--- config.mk ---
export PLATFORM = sky130hd
export DESIGN_NAME = regfile_readback
export DESIGN_NICKNAME = d
export VERILOG_FILES = /design/src/rtl/regfile_readback.sv
export SDC_FILE = /design/constraint.sdc
export NUM_CORES = 1
export LEC_CHECK = 0
export ABC_CLOCK_PERIOD_IN_PS = 2520
export BUFFER_PORTS_ARGS = -buffer_cell sky130_fd_sc_hd__buf_2
export CORE_MARGIN = 1
export CORE_UTILIZATION = 40
export CTS_CLUSTER_SIZE = 28
export DETAILED_ROUTE_END_ITERATION = 10
export GPL_TIMING_DRIVEN = 0
export SLEW_MARGIN = 20
export SYNTH_ARGS = -nofsm -noshare
export SYNTH_HDL_FRONTEND = slang
export SYNTH_SLANG_ARGS = --single-unit
--- constraint.sdc ---
create_clock -name clk -period 2.52 [get_ports clk]
set_input_delay 0.378 -clock clk [delete_from_list [all_inputs] [get_ports clk]]
set_output_delay 0.378 -clock clk [all_outputs]
set_load 0.02 [all_outputs]
--- src/rtl/regfile_readback.sv ---
// Register file with two bypassed combinational read ports and a handshaked
// readback sequencer that streams every register out, one beat per transfer.
module regfile_readback #(
  parameter int unsigned WIDTH    = 16,
  parameter int unsigned NREG     = 16,
  parameter int unsigned AW       = 4,
  parameter int unsigned ZERO_REG = 1
) (
  input  logic             clk,
  input  logic             rst_n,
  input  logic             regwrite,
  input  logic [AW-1:0]    writereg,
  input  logic [WIDTH-1:0] writedata,
  input  logic [AW-1:0]    readreg1,
  input  logic [AW-1:0]    readreg2,
  output logic [WIDTH-1:0] readdata1,
  output logic [WIDTH-1:0] readdata2,
  input  logic             dumpreq,
  input  logic             dumpready,
  output logic             dumpvalid,
  output logic [AW-1:0]    dumpaddr,
  output logic [WIDTH-1:0] dumpdata,
  output logic             dumpdone,
  output logic             busy
);

  localparam logic [AW-1:0] LAST_IDX = AW'(NREG - 1);
  localparam bit            HAS_ZERO = (ZERO_REG != 0);

  typedef enum logic [1:0] {
    IDLE = 2'd0,
    LOAD = 2'd1,
    SEND = 2'd2,
    DONE = 2'd3
  } state_t;

  state_t           state_q, state_d;
  logic [AW-1:0]    index_q, index_d;
  logic [AW-1:0]    dumpaddr_d;
  logic [WIDTH-1:0] dumpdata_d;
  logic             dumpvalid_d, dumpdone_d, busy_d;

  logic [WIDTH-1:0] regs [NREG];
  logic             wr_en;
  logic [WIDTH-1:0] load_data;

  // Writes to the hardwired zero register are dropped
  always_comb begin
    wr_en = regwrite && !(HAS_ZERO && (writereg == '0));
  end

  // Register storage
  always_ff @(posedge clk or negedge rst_n) begin
    if (!rst_n) begin
      for (int unsigned i = 0; i < NREG; i++) begin
        regs[i] <= '0;
      end
    end else if (wr_en) begin
      regs[writereg] <= writedata;
    end
  end

  // Bypassed read ports; zero register wins over bypass
  always_comb begin
    if (HAS_ZERO && (readreg1 == '0)) begin
      readdata1 = '0;
    end else if (regwrite && (writereg == readreg1)) begin
      readdata1 = writedata;
    end else begin
      readdata1 = regs[readreg1];
    end

    if (HAS_ZERO && (readreg2 == '0)) begin
      readdata2 = '0;
    end else if (regwrite && (writereg == readreg2)) begin
      readdata2 = writedata;
    end else begin
      readdata2 = regs[readreg2];
    end
  end

  // Bypassed read of the register the sequencer is about to capture
  always_comb begin
    if (HAS_ZERO && (index_q == '0)) begin
      load_data = '0;
    end else if (regwrite && (writereg == index_q)) begin
      load_data = writedata;
    end else begin
      load_data = regs[index_q];
    end
  end

  // Sequencer state and registered dump outputs
  always_ff @(posedge clk or negedge rst_n) begin
    if (!rst_n) begin
      state_q   <= IDLE;
      index_q   <= '0;
      dumpaddr  <= '0;
      dumpdata  <= '0;
      dumpvalid <= 1'b0;
      dumpdone  <= 1'b0;
      busy      <= 1'b0;
    end else begin
      state_q   <= state_d;
      index_q   <= index_d;
      dumpaddr  <= dumpaddr_d;
      dumpdata  <= dumpdata_d;
      dumpvalid <= dumpvalid_d;
      dumpdone  <= dumpdone_d;
      busy      <= busy_d;
    end
  end

  // Sequencer next state; status flags derive from the state being entered
  always_comb begin
    state_d    = state_q;
    index_d    = index_q;
    dumpaddr_d = dumpaddr;
    dumpdata_d = dumpdata;

    case (state_q)
      IDLE: begin
        if (dumpreq) begin
          index_d = '0;
          state_d = LOAD;
        end
      end
      LOAD: begin
        dumpdata_d = load_data;
        dumpaddr_d = index_q;
        state_d    = SEND;
      end
      SEND: begin
        if (dumpready) begin
          if (index_q == LAST_IDX) begin
            state_d = DONE;
          end else begin
            index_d = index_q + AW'(1);
            state_d = LOAD;
          end
        end
      end
      DONE: begin
        state_d = IDLE;
      end
      default: begin
        state_d = IDLE;
      end
    endcase

    dumpvalid_d = (state_d == SEND);
    dumpdone_d  = (state_d == DONE);
    busy_d      = (state_d != IDLE);
  end

endmodule

==> summary.log <==
INFO  placement      post_place_cells=1,918
INFO  worst_setup_path crit_path_max_fanout=4
INFO  placement      finalWeightedCongestion=0.952
INFO  placement      hpwlAfterDp=43.3mm
INFO  sta            timing.fmax=0.381GHz
INFO  route          drt.antenna.violating_nets=0
INFO  logic_synthesis synth.largest_area_cell=dfrtp_1
INFO  final_layout   layout.nets=1,425
INFO  clock_tree     clkTransAtPathRegs=0.06ns
INFO  final_layout   area_growth=17.4%
INFO  worst_setup_path r2r_cells=7
INFO  clock_tree     cts_sinks=285
INFO  sta            maxSlewHeadroom=26.1%
INFO  worst_setup_path worstSetupEndpointType=primary output
INFO  final_layout   finish.instance_area=20,500um^2
INFO  power_and_ir_drop power.leakage=8.45nW
INFO  sta            grt_setup_unrepaired=true
INFO  floorplanning  io-pin-count=88
INFO  sta            hold_viol=0
INFO  floorplanning  design.die.area=44,400um^2
INFO  logic_synthesis avgSynthCellArea=14.0um^2
INFO  worst_setup_path setup.worst_path.class=reg -> out
INFO  hold_path      min_path_type=in -> reg
INFO  final_layout   insertedDiodeCount=0
INFO  route          detailedRoute.firstIterationViolations=1,441
INFO  sta            report.final.setup_viol=9
INFO  floorplanning  die_x=211um
INFO  logic_synthesis number_of_enable_type_register_cells_in_the_synthesized_netlist=0
INFO  logic_synthesis ys_seq_elements=285
INFO  logic_synthesis postSynth.asyncResetShare=100%
INFO  clock_tree     clock-root-buffer=clkbuf_16
INFO  floorplanning  floorplan.die.height=211um
INFO  placement      postPlaceCellArea=18,700um^2
INFO  outcome        outcome=finished with violations
INFO  logic_synthesis ys_types=56
INFO  logic_synthesis netlist_area=17,400um^2
INFO  power_and_ir_drop powerDensity=835nW/um^2
INFO  job            max_cap_violations=0
INFO  logic_synthesis syn_nets=1,282
INFO  grt            grt_start_max_net_pins=92
INFO  power_and_ir_drop finalPower=17.1mW
INFO  grt            grt.overflow.total=0
INFO  worst_setup_path worst-path-stages=5
INFO  grt            grt_antenna_before_repair=0
INFO  sta            clock-skew-final=0.0174ns
INFO  final_layout   final-instance-count-excl-fill=1,992
INFO  worst_setup_path crit_arrival=2.24ns
INFO  route          detail_route.wirelength=65.0mm
INFO  clock_tree     clock_tree.buffer_depth=3
INFO  route          post-route-drc-count=0
INFO  power_and_ir_drop peakVddDrop=0.529mV
INFO  sta            fin_crit=2.62ns
INFO  sta            hold_slack=0.128ns
INFO  sta            layout_worst_path_cycle_share=104%
INFO  worst_setup_path crit_chain=mux4_4, a22oi_2, nand2_1, a22o_4, buf_6
INFO  clock_tree     tritoncts_clock_tree=yes
INFO  logic_synthesis seq_area_frac_synth=40.9%
INFO  route          routed-via-count=13,100
INFO  logic_synthesis postSynth.topFlopCell=dfrtp_1
INFO  route          detail_route.vias_per_cell=6.55
INFO  floorplanning  initial_core_util=40.6%
INFO  floorplanning  floorplan.core_area=43,000um^2
INFO  logic_synthesis synthDominantCellAreaShare=40.9%
INFO  worst_setup_path timing.critical_path.slowest_stage_cell=mux4_4
INFO  grt            grt_use_total=29.6%
INFO  hold_path      timing.hold.worst_path_depth=2
INFO  sta            pin_slew_with_the_least_headroom_to_its_limit=1.10ns
INFO  placement      io_buffers=83
INFO  outcome        failed_checks=setup timing
INFO  floorplanning  row_count=76
INFO  final_layout   post_route_cells_drive_above_1_share=49.5%
INFO  route          wl_per_cell=32.7um
INFO  sta            timing_max_transition_violations_final=0
INFO  logic_synthesis area_contributors_post_synth=dfrtp_1, mux4_2, mux2_2
INFO  clock_tree     cts_buffer_count=34
INFO  route          drt_first_pass_iters=5
INFO  sta            final.setup.tns=-0.238ns
INFO  clock_tree     cts_h_tree_depth=2
INFO  clock_tree     clk-insertion-delay-late=0.54ns
INFO  grt            first_pass_grt_wire_length=91.9mm
INFO  worst_setup_path cpLargestDelayFamily=multiplexers
INFO  worst_setup_path cp_data_required_time=2.14ns
INFO  logic_synthesis synthCells=1,247
INFO  worst_setup_path critical_path.n_buffers_inverters=1
INFO  worst_setup_path crit_path_start_kind=flop
INFO  grt            grt_pass1_vias=12,900
INFO  logic_synthesis synthesis.yosys.warnings=0
INFO  sta            finalWorstSetupSlack=-0.102ns
INFO  worst_setup_path critical-path-max-stage-delay=0.65ns
## path summary, 6_finish.rpt
kind / slack (ns) / startpoint / endpoint
min: 0.13 / dumpready / dumpvalid
max in group asynchronous: 1.05 / rst_n / regs[74]
min in group asynchronous: 0.34 / rst_n / regs[67]
max: -0.10 / regs[70] / readdata1[6]
min reg2reg: 0.48 / dumpaddr[0] / dumpaddr[0]
max reg2reg: 0.05 / index_q[0] / dumpdata[1]
## where the power goes
group | leakage [nW] | total (mW) | internal [mW] | switching, mW
registers | 3.56 | 6.54 | 5.58 | 0.957
clock network | 0.522 | 4.82 | 2.85 | 1.98
logic | 4.36 | 5.72 | 2.95 | 2.77
## cell usage after synthesis (all sizes together) (2+ instances only)
cell type      n
dfrtp        285
mux2         243
mux4         161
buf           76
nand2         76
a22oi         64
mux2i         64
clkbuf        58
o21ai         37
a22o          33
o22ai         30
nor2          17
and3          16
a211oi        10
xnor2          7
a21oi          6
a311oi         6
nor2b          6
nand2b         5
nand3b         5
nor3           5
dlygate4sd1    4
inv            4
nand3          4
or3            3
xor2           3
and2           2
and2b          2
ha             2
nand4          2
nor3b          2
or3b           2
## timing repair
action,4_1_cts,5_1_grt
setup endpoints to repair,46,44
pin swaps,9,29
gates cloned,0,3
hold endpoints to repair,39,0
hold buffers,1,0
buffers inserted,4,16
gates resized for setup,87,66
## placed cells by master, fill, tap and decap left out, types with 6 or more instances in the layout
cell and n:
xnor2_1 7, mux4_2 149, clkbuf_8 16, clkbuf_16 40
nor2_1 7, mux4_1 11, a311oi_1 6, buf_6 30
a22oi_1 26, o21ai_0 21, buf_12 9, nand2_1 76
mux2_2 213, mux2_4 20, a22oi_2 38, buf_4 36
nor2b_1 6, a211oi_1 10, buf_2 97, o22ai_1 30
o21ai_1 16, a22o_1 29, mux2i_1 64, dfrtp_1 285
and3_1 16, mux2_1 10, clkbuf_1 42, clkbuf_2 6
nor2_2 7
## kinds of logic after synthesis
group	after synthesis	share of synthesized area, %
fa+ha+maj	2	0.144
compound gates	190	7.75
mux	468	41.0
flops	285	40.9
buf+inv	142	5.36
xor+xnor	10	0.503
simple gates	150	4.34
## layout make-up
cell class | count | area [um^2]
buffer | 135 | 1080
clock buffer | 51 | 1050
clock inverter | 2 | 10.0
fill | 3910 | 22500
inverter | 4 | 15.0
multi-input combinational | 820 | 9620
sequential | 285 | 7130
tap | 585 | 732
timing repair buffer | 110 | 827
## per-layer routing
metal	vias up	track usage (%)	share of wire, %
li1	5157	-	-
met1	6844	41.5	40
met2	887	43.0	44
met3	168	6.82	11
met4	0	14.8	5.3
met5	-	0	0
## registers in the layout (all words and copies together), names as in the netlist
register / count
busy: 1
state_q: 2
dumpdone: 1
dumpdata: 16
index_q: 4
regs: 256
dumpaddr: 4
dumpvalid: 1
## metrics by stage
| stage | worst slack, ns | util, % |
|---|---|---|
| detailed placement | -0.847 | 43.4 |
| global route | -0.145 | 47.6 |
| CTS | -0.101 | 46.6 |
| floorplan | 0.383 | - |
| global placement | -4.43 | 43.2 |
| finish | -0.102 | 47.6 |
(Power assumes the default switching activity.)
